==> src/rtl/booth_mul_arbiter.sv <==
// Round-robin arbiter that time-shares one signed multiplier among NUM_REQ requesters.
// Granted operands are registered onto the multiplier; the product returns after MUL_LAT+1 wait cycles.
module booth_mul_arbiter #(
  parameter int NUM_REQ = 4,
  parameter int W       = 8,
  parameter int MUL_LAT = 0,
  localparam int IDW    = $clog2(NUM_REQ)
) (
  input  logic                 clk,
  input  logic                 rst,
  input  logic [NUM_REQ-1:0]   req_valid,
  output logic [NUM_REQ-1:0]   req_ready,
  input  logic [NUM_REQ*W-1:0] req_a,
  input  logic [NUM_REQ*W-1:0] req_b,
  output logic [W-1:0]         mul_a,
  output logic [W-1:0]         mul_b,
  input  logic [2*W-1:0]       mul_out,
  output logic                 rsp_valid,
  input  logic                 rsp_ready,
  output logic [IDW-1:0]       rsp_id,
  output logic [2*W-1:0]       rsp_data
);

  localparam int CW = (MUL_LAT > 0) ? $clog2(MUL_LAT + 1) : 1;
  localparam int IW = IDW + 1;

  typedef enum logic [1:0] {IDLE, WAIT, RESP} state_t;

  state_t         state_q, state_d;
  logic [IDW-1:0] rr_ptr_q, rr_ptr_d;
  logic [CW-1:0]  cnt_q, cnt_d;
  logic [W-1:0]   mul_a_q, mul_a_d;
  logic [W-1:0]   mul_b_q, mul_b_d;
  logic           rsp_valid_q, rsp_valid_d;
  logic [IDW-1:0] rsp_id_q, rsp_id_d;
  logic [2*W-1:0] rsp_data_q, rsp_data_d;

  logic [W-1:0]   op_a [NUM_REQ];
  logic [W-1:0]   op_b [NUM_REQ];
  logic           grant_found;
  logic [IDW-1:0] grant_idx;

  genvar gi;
  generate
    for (gi = 0; gi < NUM_REQ; gi++) begin : g_unpack
      assign op_a[gi] = req_a[gi*W +: W];
      assign op_b[gi] = req_b[gi*W +: W];
    end
  endgenerate

  // Priority search starting at rr_ptr and wrapping modulo NUM_REQ.
  always_comb begin
    logic [IW-1:0] idx;
    grant_found = 1'b0;
    grant_idx   = '0;
    idx         = '0;
    for (int k = 0; k < NUM_REQ; k++) begin
      idx = {1'b0, rr_ptr_q} + IW'(k);
      if (idx >= IW'(NUM_REQ)) begin
        idx = idx - IW'(NUM_REQ);
      end
      if (!grant_found && req_valid[idx[IDW-1:0]]) begin
        grant_found = 1'b1;
        grant_idx   = idx[IDW-1:0];
      end
    end
  end

  always_comb begin
    state_d     = state_q;
    rr_ptr_d    = rr_ptr_q;
    cnt_d       = cnt_q;
    mul_a_d     = mul_a_q;
    mul_b_d     = mul_b_q;
    rsp_valid_d = rsp_valid_q;
    rsp_id_d    = rsp_id_q;
    rsp_data_d  = rsp_data_q;
    req_ready   = '0;
    case (state_q)
      IDLE: begin
        if (grant_found) begin
          req_ready[grant_idx] = 1'b1;
          mul_a_d  = op_a[grant_idx];
          mul_b_d  = op_b[grant_idx];
          rsp_id_d = grant_idx;
          rr_ptr_d = (grant_idx == IDW'(NUM_REQ - 1)) ? '0 : grant_idx + 1'b1;
          cnt_d    = CW'(MUL_LAT);
          state_d  = WAIT;
        end
      end
      WAIT: begin
        if (cnt_q != '0) begin
          cnt_d = cnt_q - 1'b1;
        end else begin
          rsp_data_d  = mul_out;
          rsp_valid_d = 1'b1;
          state_d     = RESP;
        end
      end
      RESP: begin
        if (rsp_valid_q && rsp_ready) begin
          rsp_valid_d = 1'b0;
          state_d     = IDLE;
        end
      end
      default: state_d = IDLE;
    endcase
    // A grant during reset would be lost, so never advertise one.
    if (rst) begin
      req_ready = '0;
    end
  end

  always_ff @(posedge clk) begin
    if (rst) begin
      state_q     <= IDLE;
      rr_ptr_q    <= '0;
      cnt_q       <= '0;
      mul_a_q     <= '0;
      mul_b_q     <= '0;
      rsp_valid_q <= 1'b0;
      rsp_id_q    <= '0;
      rsp_data_q  <= '0;
    end else begin
      state_q     <= state_d;
      rr_ptr_q    <= rr_ptr_d;
      cnt_q       <= cnt_d;
      mul_a_q     <= mul_a_d;
      mul_b_q     <= mul_b_d;
      rsp_valid_q <= rsp_valid_d;
      rsp_id_q    <= rsp_id_d;
      rsp_data_q  <= rsp_data_d;
    end
  end

  assign mul_a     = mul_a_q;
  assign mul_b     = mul_b_q;
  assign rsp_valid = rsp_valid_q;
  assign rsp_id    = rsp_id_q;
  assign rsp_data  = rsp_data_q;

endmodule
==> config.mk <==
export PLATFORM = sky130hd
export DESIGN_NAME = booth_mul_arbiter
export DESIGN_NICKNAME = d
export VERILOG_FILES = /design/src/rtl/booth_mul_arbiter.sv
export SDC_FILE = /design/constraint.sdc
export NUM_CORES = 1
export LEC_CHECK = 0
export ABC_CLOCK_PERIOD_IN_PS = 2700
export BUFFER_PORTS_ARGS = -buffer_cell sky130_fd_sc_hd__buf_2
export CAP_MARGIN = 20
export CORE_MARGIN = 5
export CORE_UTILIZATION = 31
export CTS_CLUSTER_DIAMETER = 150
export DETAILED_ROUTE_END_ITERATION = 8
export PLACE_DENSITY = 0.7
export SLEW_MARGIN = 40
export SYNTH_ARGS = -nofsm -noshare
export SYNTH_HDL_FRONTEND = slang
export SYNTH_SLANG_ARGS = --single-unit
==> constraint.sdc <==
create_clock -name clk -period 2.7 [get_ports clk]
set_clock_uncertainty 0.15 [all_clocks]
set_input_delay 0.54 -clock clk [delete_from_list [all_inputs] [get_ports clk]]
set_output_delay 0.54 -clock clk [all_outputs]
set_load 0.005 [all_outputs]
==> results of run 1 <==
-- worst max-delay path, stage by stage --
cell and delay (ns):
sky130_fd_sc_hd__buf_2 0.11, sky130_fd_sc_hd__nor2b_1 0.14, sky130_fd_sc_hd__or4_4 0.57, sky130_fd_sc_hd__nand2_8 0.10, sky130_fd_sc_hd__ha_1 0.15, sky130_fd_sc_hd__and2_1 0.12
sky130_fd_sc_hd__buf_2 0.13
-- state kept, by name, summed over array words and instances, names as in the netlist --
register	flops
rr_ptr_q	2
mul_b	8
rsp_id	2
mul_a	8
state_q	2
rsp_data	16
rsp_valid	1
-- metal layers --
metal	routed length [um]	GRT usage, %
met2	2908	25.12
met5	0	0
met4	27	4.060
met1	2148	15.89
met3	402	3.041
-- area by class of cell --
type | count | area, sq um
flip-flops and latches | 39 | 780.7
repair buffers | 135 | 713.2
inverters | 2 | 7.507
clock buffers | 6 | 82.58
well taps | 75 | 93.84
clock inverters | 2 | 16.27
multi-input cells | 152 | 1040
fillers | 610 | 3292
-- Yosys cell counts --
master,count
sky130_fd_sc_hd__o21ai_0,1
sky130_fd_sc_hd__buf_6,1
sky130_fd_sc_hd__or4_4,1
sky130_fd_sc_hd__nand2_8,1
sky130_fd_sc_hd__dfxtp_1,39
sky130_fd_sc_hd__o22a_1,1
sky130_fd_sc_hd__ha_1,1
sky130_fd_sc_hd__nand2_1,51
sky130_fd_sc_hd__nand2b_1,2
sky130_fd_sc_hd__or3_1,1
sky130_fd_sc_hd__a211oi_1,1
sky130_fd_sc_hd__a21o_1,1
sky130_fd_sc_hd__inv_1,2
sky130_fd_sc_hd__o221ai_1,7
sky130_fd_sc_hd__nor2_2,1
sky130_fd_sc_hd__and2_1,1
sky130_fd_sc_hd__nor2b_1,4
sky130_fd_sc_hd__buf_2,4
sky130_fd_sc_hd__a211o_1,1
sky130_fd_sc_hd__clkbuf_1,8
sky130_fd_sc_hd__mux2i_1,34
sky130_fd_sc_hd__nand3b_1,1
sky130_fd_sc_hd__o221ai_2,10
sky130_fd_sc_hd__nor2_1,9
sky130_fd_sc_hd__buf_12,2
sky130_fd_sc_hd__and2b_1,1
sky130_fd_sc_hd__buf_8,1
sky130_fd_sc_hd__a21oi_1,22
-- cell families (layout without fill, tap and decap cells) --
group / after synthesis / count (layout) / share of synthesized area [%]
compound gates: 44 / 44 / 18.47
fa+ha+maj: 1 / 1 / 0.6434
buf+inv: 18 / 145 / 6.371
flops: 39 / 39 / 40.15
mux: 34 / 34 / 17.50
simple gates: 73 / 73 / 16.86
-- report_power, final --
| part | total, W | switching, W | internal (W) | leakage [nW] |
|---|---|---|---|---|
| Combinational | 0.000593 | 0.000294 | 0.000299 | 0.966 |
| Clock | 0.000412 | 0.000203 | 0.000208 | 0.0474 |
| Sequential | 0.000716 | 0.0000519 | 0.000664 | 0.321 |
| Total | 0.00172 | 0.000549 | 0.00117 | 1.33 |
-- worst min-delay path by stage --
stage | start | to | slack (ns) | cells after the start
global placement | rsp_data[14] | rsp_data[14] | 0.29 | 2
detailed placement | mul_a[7] | mul_a[7] | 0.29 | 2
global route | rst | state_q[0] | 0.29 | 2
floorplan | rsp_data[9] | rsp_data[9] | 0.30 | 2
finish | rst | state_q[0] | 0.30 | 2
CTS | rst | state_q[0] | 0.29 | 2
-- through the flow --
step | cells | utilization (%) | cell area, sq um
3_5_place_dp | 403 | 43.73 | 2635
2_1_floorplan | 209 | - | 1944
3_3_place_gp | 403 | 43.73 | 2635
5_1_grt | 411 | 45.37 | 2734
6_report | 411 | 45.37 | 2734
4_1_cts | 411 | 45.37 | 2734
==> qor_table.md, run 1 <==
| Group | Quantity | This run |
|---|---|---|
| clocking | Number of instances resized during post-cts repair | 0 |
| run | # Max-Cap Violations | 0 |
| synth | Number of standard cells after synthesis | 209 |
| timing | Slew headroom | 57.87% |
| critical path | Data required, critical path | 2.01 ns |
| finish | Proportion of layout cells with a drive suffix above 1 | 46.43% |
| synth | Netlist cell types | 28 |
| clocking | Maximum number of buffers from clock root to sink | 2 |
| finish | Commonest non-fill, non-tap cells in the layout | sky130_fd_sc_hd__buf_2 (125), sky130_fd_sc_hd__nand2_1 (51), sky130_fd_sc_hd__dfxtp_1 (39) |
| worst hold path | Classification of the worst-slack hold path | input port to flip-flop |
| detailed routing | Final wirelength | 5485 um |
| critical path | Type of element launching the critical path | input port |
| floorplan | Die footprint | 7956 sq um |
| pwr | Total leakage power | 1.334 nW |
| timing | Final period util | 94.53% |
| finish | Antenna diode count | 0 |
| critical path | CP max FO | 4 |
| floorplan | Row cnt | 28 |
| pwr | Peak supply drop | 0.2101 mV |
| grt | Leftover overflow at the end of global routing | 0 |
| detailed routing | DRT iter0 DRCs | 60 |
| timing | Number of failing hold endpoints at the final stage | 0 |
| clocking | Clock root buffer | sky130_fd_sc_hd__clkbuf_8 |
| critical path | Launch instance of the worst register-to-register path | rr_ptr_q[0] |
| placement | Gp weighted congestion | 0.7519 |
| critical path | Origin of the worst setup path | req_valid[0] |
| placement | IO Port Bufs | 125 |
| pwr | Power per Cell Area | 629.5 nW/um^2 |
| synth | Synth Register Bits | 39 |
| clocking | Clock latency at the later pin of the worst-skew pair | 0.29 ns |
| critical path | Flop2flop setup slack | 0.63 ns |
| detailed routing | Post-route ant nets | 0 |
| synth | Area share of the leading cell type in the synthesized netlist | 40.15% |
| timing | Hold Slack | 0.2982 ns |
| clocking | Clock tree from TritonCTS | yes |
| timing | Final Setup Violations | 0 |
| synth | Synth area leaders | sky130_fd_sc_hd__dfxtp_1 (40%), sky130_fd_sc_hd__mux2i_1 (18%), sky130_fd_sc_hd__nand2_1 (9.8%), sky130_fd_sc_hd__o221ai_2 (7.7%), sky130_fd_sc_hd__a21oi_1 (5.7%) |
| grt | Antenna violations before repair | 0 |
| synth | Syn Area/Cell | 9.303 sq um |
| timing | Transition time at the pin with the least slew margin | 0.6319 ns |
| clocking | CTS Buf Count | 5 |
| critical path | Kind of capture point of the worst setup path | output pin |
| clocking | Number of clock sinks seen by CTS | 39 |
| grt | Pin count of the biggest net entering global routing | 24 |
| detailed routing | Post-DR vias/cell | 4.732 |
| detailed routing | Number of detailed-routing iterations run before antenna repair | 4 |
| synth | Largest area contributor in the netlist | sky130_fd_sc_hd__dfxtp_1 |
| clocking | Cts hold-fix bufs | 0 |
| critical path | Endpoint of the most critical register-to-register path | mul_b[0] |
| synth | Warning count from the yosys run | 0 |
| finish | Syn-to-layout area delta | 40.60% |
| detailed routing | Total via count after detailed routing | 1945 |
| floorplan | Horiz. Die Dim | 89.20 um |
| synth | Post-Syn Nets | 297 |
| finish | Post-layout nets | 423 |
| floorplan | Effective utilization at floorplan | 32.27% |
| critical path | Setup Crit Path Kind | input port to output pin |
| placement | Setup WS pre-CTS | 0.1606 ns |
| timing | Final setup margin | 0.1477 ns |
| synth | Sequential element share of the synthesized area | 40.15% |
| floorplan | CORE AREA | 6026 sq um |
| timing | Minimum clock period after layout | 2.552 ns |
| detailed routing | Post-route DRC violation count | 0 |
| grt | Wire length of the first global-routing pass | 8645 um |
| run status | Status | finished clean |
| timing | Max Slew Vio Count | 0 |
| synth | Total standard cell area after synthesis | 1944 sq um |
| floorplan | Vert. Die Dim | 89.20 um |
| placement | Post-detail-place hpwl | 4365 um |
| grt | Vias in the first global route | 1921 |
| clocking | CTS HTree Levels | 2 |
| floorplan | Number of ports placed on the die boundary | 126 |
| critical path | Critical Path AT | 1.86 ns |
| timing | Upper clock frequency limit | 391.8 MHz |
| pwr | Design Power | 0.001721 W |
| detailed routing | Routed length per placed instance | 13.35 um |
| critical path | Path depth of the worst reg2reg path | 6 |
| critical path | CP Capture Point | req_ready[3] |
| clocking | Post-CTS setup buffers | 0 |
| grt | Total global routing track utilization | 13.73% |
| timing | Final-layout setup total negative slack | 0 ns |
| timing | Setup repair after global routing missed its margin | no |
| clocking | Clock-pin slew on the worst setup and hold paths | 0.08 ns |
| finish | Most common library cell in the layout ignoring fill and taps | sky130_fd_sc_hd__buf_2 |
(Power assumes the default switching activity.)
==> inputs of run 2 (changes only) <==
Settings changed: BUFFER_PORTS_ARGS -buffer_cell sky130_fd_sc_hd__buf_2 to unset, CORE_UTILIZATION 31 to 60, DONT_BUFFER_PORTS set to 1, PLACE_DENSITY 0.7 to 0.84.
==> run 2 against run 1 <==
Register-to-register slack about the same. Critical endpoint is now req_ready[2]. Setup slack improved by 0.0055 ns. Highest routed layer unchanged. Hold slack got worse by 0.20 ns.
==> qor_table.md, run 2 (synthesized netlist as in run 1, its figures left out) <==
| Group | Quantity | This run | vs previous |
|---|---|---|---|
| clocking | Maximum number of buffers from clock root to sink | 2 | unchanged |
| critical path | Setup Crit Path Kind | flip-flop to output pin | was input port to output pin |
| detailed routing | Routed length per placed instance | 18.56 um | was 13.35 um |
| timing | Slew headroom | 60.87% | was 57.87% |
| pwr | Total leakage power | 0.7672 nW | was 1.334 nW |
| floorplan | CORE AREA | 3078 sq um | was 6026 sq um |
| finish | Commonest non-fill, non-tap cells in the layout | sky130_fd_sc_hd__nand2_1 (51), sky130_fd_sc_hd__dfxtp_1 (39), sky130_fd_sc_hd__mux2i_1 (34) | was sky130_fd_sc_hd__buf_2 (125), sky130_fd_sc_hd__nand2_1 (51), sky130_fd_sc_hd__dfxtp_1 (39) |
| clocking | Clock root buffer | sky130_fd_sc_hd__clkbuf_4 | was sky130_fd_sc_hd__clkbuf_8 |
| run status | Status | finished clean | unchanged |
| timing | Transition time at the pin with the least slew margin | 0.5869 ns | was 0.6319 ns |
| worst hold path | Number of cells traversed by the worst hold path | 1 | was 2 |
| grt | Vias in the first global route | 1576 | was 1921 |
| detailed routing | Total via count after detailed routing | 1526 | was 1945 |
| clocking | Cts hold-fix bufs | 0 | unchanged |
| run | # Max-Cap Violations | 0 | unchanged |
| floorplan | Number of ports placed on the die boundary | 126 | unchanged |
| floorplan | Effective utilization at floorplan | 63.17% | was 32.27% |
| finish | Post-layout nets | 296 | was 423 |
| clocking | CTS Buf Count | 5 | unchanged |
| timing | Upper clock frequency limit | 392.7 MHz | was 391.8 MHz |
| placement | Gp weighted congestion | 0.6940 | was 0.7519 |
| floorplan | Die footprint | 4479 sq um | was 7956 sq um |
| finish | Number of cells in the finished layout apart from fillers | 252 | was 411 |
| timing | Hold Slack | 0.09569 ns | was 0.2982 ns |
| timing | Number of failing hold endpoints at the final stage | 0 | unchanged |
| timing | Minimum clock period after layout | 2.547 ns | was 2.552 ns |
| placement | Post-detail-place hpwl | 3667 um | was 4365 um |
| pwr | Peak supply drop | 0.4316 mV | was 0.2101 mV |
| clocking | CTS HTree Levels | 2 | unchanged |
| timing | Final setup margin | 0.1533 ns | was 0.1477 ns |
| critical path | Flop2flop setup slack | 0.63 ns | about the same |
| timing | Final-layout setup total negative slack | 0 ns | unchanged |
| clocking | Number of clock sinks seen by CTS | 39 | unchanged |
| clocking | Clock latency at the later pin of the worst-skew pair | 0.34 ns | was 0.29 ns |
| placement | IO Port Bufs | 0 | was 125 |
| timing | Setup repair after global routing missed its margin | no | unchanged |
| grt | Leftover overflow at the end of global routing | 0 | unchanged |
| grt | Wire length of the first global-routing pass | 7182 um | was 8645 um |
| detailed routing | Post-DR vias/cell | 6.056 | was 4.732 |
| critical path | Data required, critical path | 2.01 ns | about the same |
| placement | Setup WS pre-CTS | 0.3188 ns | was 0.1606 ns |
| detailed routing | Post-route ant nets | 0 | unchanged |
| clocking | Clock tree from TritonCTS | yes | unchanged |
| placement | Number of instances in the placed design | 245 | was 403 |
| floorplan | Row cnt | 20 | was 28 |
| detailed routing | Number of detailed-routing iterations run before antenna repair | 4 | unchanged |
| detailed routing | Post-route DRC violation count | 0 | unchanged |
| critical path | Kind of capture point of the worst setup path | output pin | unchanged |
| finish | Proportion of layout cells with a drive suffix above 1 | 13.46% | was 46.43% |
| grt | Antenna violations before repair | 0 | unchanged |
| clocking | Post-CTS setup buffers | 0 | unchanged |
| finish | Max reg flops | 16 | unchanged |
| grt | Total global routing track utilization | 21.41% | was 13.73% |
| finish | Antenna diode count | 0 | unchanged |
| detailed routing | DRT iter0 DRCs | 71 | was 60 |
| finish | Syn-to-layout area delta | 3.217% | was 40.60% |
| floorplan | Horiz. Die Dim | 66.93 um | was 89.20 um |
| clocking | Number of instances resized during post-cts repair | 0 | unchanged |
| finish | Most common library cell in the layout ignoring fill and taps | sky130_fd_sc_hd__nand2_1 | was sky130_fd_sc_hd__buf_2 |
| finish | Number of fill cells in the layout | 262 | was 610 |
| timing | Final period util | 94.32% | was 94.53% |
| critical path | Critical Path AT | 1.86 ns | about the same |
| pwr | Power per Cell Area | 720.3 nW/um^2 | was 629.5 nW/um^2 |
| detailed routing | Final wirelength | 4676 um | was 5485 um |
| worst hold path | Classification of the worst-slack hold path | input port to flip-flop | unchanged |
| floorplan | Vert. Die Dim | 66.93 um | was 89.20 um |
| grt | Pin count of the biggest net entering global routing | 36 | was 24 |
| timing | Final Setup Violations | 0 | unchanged |
| critical path | Type of element launching the critical path | flip-flop | was input port |
| clocking | Clock-pin slew on the worst setup and hold paths | 0.11 ns | was 0.08 ns |
| critical path | Path depth of the worst reg2reg path | 6 | unchanged |
| timing | Max Slew Vio Count | 0 | unchanged |
| critical path | CP max FO | 35 | was 4 |
-- run 2: cell types whose count changed in the layout (fill, tap and decap cells not counted), sizes merged --
cell      before  now
buf          135    8
clkbuf         6    5
clkinv         1    2
clkinvlp       1    0
-- run 2: path summary, 6_finish.rpt --
check | from | end
setup / recovery | rr_ptr_q[0] | req_ready[2]
hold / removal | rst | rsp_data[8]
setup reg to reg | rr_ptr_q[0] | mul_a[0]
hold reg to reg | rsp_data[4] | rsp_data[4]
-- run 2: worst max-delay path, cell delays in order, from the launching register on --
cell	delay, ns
sky130_fd_sc_hd__dfxtp_1	0.41
sky130_fd_sc_hd__nor2b_1	0.09
sky130_fd_sc_hd__or4_4	0.58
sky130_fd_sc_hd__nand2_8	0.09
sky130_fd_sc_hd__buf_12	0.23
sky130_fd_sc_hd__nor2_1	0.10
-- run 2: routing by layer --
metal / up-vias / GRT usage, % / part of all wire (%)
met5: - / 0 / 0
met1: 701 / 22.23 / 36
met3: 6 / 8.769 / 11
met4: 0 / 9.114 / 1.4
li1: 733 / - / -
met2: 86 / 37.62 / 51
-- run 2: through the flow --
stage                     util, %  cell area [sq um]  total power (W)
after floorplan                 -               1944         0.001128
after global routing        65.20               2007         0.001545
final                       65.20               2007         0.001446
after detailed placement    63.54               1956         0.001180
after global placement      63.54               1956         0.001152
after CTS                   65.20               2007         0.001464
-- run 2: area by class of cell --
| type | count | area (sq um) | share of cell area [%] |
|---|---|---|---|
| clock buffers | 5 | 37.54 | 1.870 |
| clock inverters | 2 | 13.76 | 0.6858 |
| inverters | 2 | 7.507 | 0.3741 |
| multi-input cells | 152 | 1040 | 51.81 |
| flip-flops and latches | 39 | 780.7 | 38.90 |
| well taps | 44 | 55.05 | 2.743 |
| repair buffers | 8 | 72.57 | 3.616 |
-- run 2: where the power goes --
part,switching [W],internal (W),total (W),leakage [nW]
Sequential,0.0000780,0.000664,0.000742,0.321
Combinational,0.000221,0.000198,0.000419,0.415
Clock,0.000188,0.0000968,0.000284,0.0310
Total,0.000486,0.000959,0.00145,0.767
==> inputs of run 3 (changes only) <==
Settings changed: HOLD_SLACK_MARGIN set to 0.1.
==> run 3 against run 2 <==
Sequential cell count did not move. Non-clock buffer count rose by 2. Fmax fell by 0.19%. Sequential power barely moved. Largest power group unchanged.
==> qor_table.md, run 3 (synthesized netlist as in run 1, its figures left out) <==
| Group | Quantity | This run | vs previous |
|---|---|---|---|
| timing | Upper clock frequency limit | 391.9 MHz | was 392.7 MHz |
| timing | Max Slew Vio Count | 0 | unchanged |
| detailed routing | Routed length per placed instance | 18.68 um | was 18.56 um |
| pwr | Total leakage power | 0.7756 nW | was 0.7672 nW |
| critical path | Setup Crit Path Kind | flip-flop to output pin | unchanged |
| placement | Number of instances in the placed design | 245 | unchanged |
| grt | Leftover overflow at the end of global routing | 0 | unchanged |
| timing | Transition time at the pin with the least slew margin | 0.7668 ns | was 0.5869 ns |
| finish | Post-layout nets | 298 | was 296 |
| clocking | Number of clock sinks seen by CTS | 39 | unchanged |
| critical path | Kind of capture point of the worst setup path | output pin | unchanged |
| finish | Antenna diode count | 0 | unchanged |
| grt | Pin count of the biggest net entering global routing | 36 | unchanged |
| timing | Final Setup Violations | 0 | unchanged |
| grt | Wire length of the first global-routing pass | 7217 um | was 7182 um |
| timing | Hold Slack | 0.1661 ns | was 0.09569 ns |
| detailed routing | Final wirelength | 4744 um | was 4676 um |
| timing | Final-layout setup total negative slack | 0 ns | unchanged |
| run status | Status | finished clean | unchanged |
| clocking | Clock tree from TritonCTS | yes | unchanged |
| critical path | Critical Path Slowest Stage Cell | sky130_fd_sc_hd__or4_4 | unchanged |
| clocking | CTS Buf Count | 5 | unchanged |
| clocking | Clock latency at the later pin of the worst-skew pair | 0.34 ns | about the same |
| timing | Slew headroom | 48.71% | was 60.87% |
| timing | Setup repair after global routing missed its margin | no | unchanged |
| worst hold path | Classification of the worst-slack hold path | input port to flip-flop | unchanged |
| grt | Total global routing track utilization | 21.52% | was 21.41% |
| finish | Number of fill cells in the layout | 260 | was 262 |
| run | # Max-Cap Violations | 0 | unchanged |
| clocking | Clock-pin slew on the worst setup and hold paths | 0.12 ns | was 0.11 ns |
| critical path | Endpoint of the most critical register-to-register path | mul_a[0] | unchanged |
| critical path | Launch instance of the worst register-to-register path | rr_ptr_q[0] | unchanged |
| detailed routing | Post-route DRC violation count | 0 | unchanged |
| clocking | Clock root buffer | sky130_fd_sc_hd__clkbuf_4 | unchanged |
| placement | Gp weighted congestion | 0.6940 | unchanged |
| floorplan | Row cnt | 20 | unchanged |
| floorplan | Vert. Die Dim | 66.93 um | unchanged |
| finish | Number of cells in the finished layout apart from fillers | 254 | was 252 |
| floorplan | Horiz. Die Dim | 66.93 um | unchanged |
| finish | Proportion of layout cells with a drive suffix above 1 | 13.33% | was 13.46% |
| critical path | Highest cell delay on the worst timing path | 0.58 ns | about the same |
| floorplan | Die footprint | 4479 sq um | unchanged |
| detailed routing | DRT iter0 DRCs | 72 | was 71 |
| critical path | Critical Path AT | 1.86 ns | about the same |
| worst hold path | Number of cells traversed by the worst hold path | 2 | was 1 |
| finish | Max reg flops | 16 | unchanged |
| worst hold path | Hold endpoint | rsp_data[9] | was rsp_data[8] |
| floorplan | CORE AREA | 3078 sq um | unchanged |
| detailed routing | Total via count after detailed routing | 1542 | was 1526 |
| pwr | Power per Cell Area | 717.4 nW/um^2 | was 720.3 nW/um^2 |
| clocking | Maximum number of buffers from clock root to sink | 2 | unchanged |
| finish | Most common library cell in the layout ignoring fill and taps | sky130_fd_sc_hd__nand2_1 | unchanged |
| floorplan | Effective utilization at floorplan | 63.17% | unchanged |
| clocking | Number of instances resized during post-cts repair | 0 | unchanged |
| pwr | Peak supply drop | 0.4319 mV | was 0.4316 mV |
| critical path | List of cells traversed by the critical path | nor2b_1, or4_4, nand2_8, buf_12, nor2_1 | unchanged |
| clocking | CTS HTree Levels | 2 | unchanged |
| finish | Syn-to-layout area delta | 4.247% | was 3.217% |
| floorplan | Number of ports placed on the die boundary | 126 | unchanged |
| placement | IO Port Bufs | 0 | unchanged |
| grt | Vias in the first global route | 1582 | was 1576 |
| timing | Minimum clock period after layout | 2.552 ns | was 2.547 ns |
| placement | Post-detail-place hpwl | 3667 um | unchanged |
| critical path | Type of element launching the critical path | flip-flop | unchanged |
| critical path | CP max FO | 35 | unchanged |
| timing | Number of failing hold endpoints at the final stage | 0 | unchanged |
| critical path | Flop2flop setup slack | 0.62 ns | was 0.63 ns |
| detailed routing | Number of detailed-routing iterations run before antenna repair | 4 | unchanged |
| critical path | Data required, critical path | 2.01 ns | about the same |
| critical path | Path depth of the worst reg2reg path | 6 | unchanged |
| detailed routing | Post-DR vias/cell | 6.071 | was 6.056 |
| finish | Commonest non-fill, non-tap cells in the layout | sky130_fd_sc_hd__nand2_1 (51), sky130_fd_sc_hd__dfxtp_1 (39), sky130_fd_sc_hd__mux2i_1 (34) | unchanged |
| detailed routing | Post-route ant nets | 0 | unchanged |
| grt | Antenna violations before repair | 0 | unchanged |
| worst hold path | Start point of the worst min-delay path | mul_out[9] | was rst |
| timing | Final period util | 94.50% | was 94.32% |
-- run 3: where the power goes --
part           switching (W)  total, W  internal, W
Combinational       0.000227  0.000427     0.000200
Clock               0.000188  0.000285    0.0000968
Sequential         0.0000783  0.000743     0.000664
-- run 3: worst max-delay path by stage --
stage	depth (start not counted)	end	from	slack (ns)
floorplan	7	req_ready[3]	req_valid[0]	0.19
global placement	5	req_ready[0]	req_valid[0]	0.36
detailed placement	5	req_ready[2]	req_valid[0]	0.32
CTS	5	req_ready[2]	rr_ptr_q[0]	0.13
global route	5	req_ready[2]	rr_ptr_q[0]	0.05
finish	5	req_ready[2]	rr_ptr_q[0]	0.15
-- run 3: cell type report --
class	count	area, sq um	area share (%)
clock buffers	5	37.54	1.852
clock inverters	2	13.76	0.6790
inverters	2	7.507	0.3704
multi-input cells	152	1040	51.30
flip-flops and latches	39	780.7	38.52
well taps	44	55.05	2.716
repair buffers	10	92.59	4.568
-- run 3: worst max-delay path, delay by kind of cell (launching register included) --
family                 cells  cell delay, ns
flip-flops                 1            0.41
buffers and inverters      1            0.23
AND/OR/NAND/NOR            4            0.86
-- run 3: what timing repair did --
action | CTS | global route
setup buffers | 0 | 0
hold buffers | 1 | 1
endpoints found under the hold margin | 22 | 1
endpoints found under the setup margin | 0 | 0
-- run 3: routing by layer --
layer / vias to the layer above / share of wire, % / global-route usage [%] / routed length (um)
met5: - / 0 / 0 / 0
met4: 0 / 1.4 / 9.114 / 65
met3: 6 / 12 / 8.769 / 553
met2: 82 / 52 / 37.62 / 2471
met1: 716 / 35 / 22.54 / 1654
li1: 738 / - / - / -
-- run 3: through the flow --
stage	setup slack [ns]	util (%)	area, sq um	total power (W)
floorplan	0.1912	-	1944	0.001128
global placement	0.3565	63.54	1956	0.001152
detailed placement	0.3188	63.54	1956	0.001180
CTS	0.1265	65.53	2017	0.001469
global route	0.05027	65.85	2027	0.001553
finish	0.1484	65.85	2027	0.001454
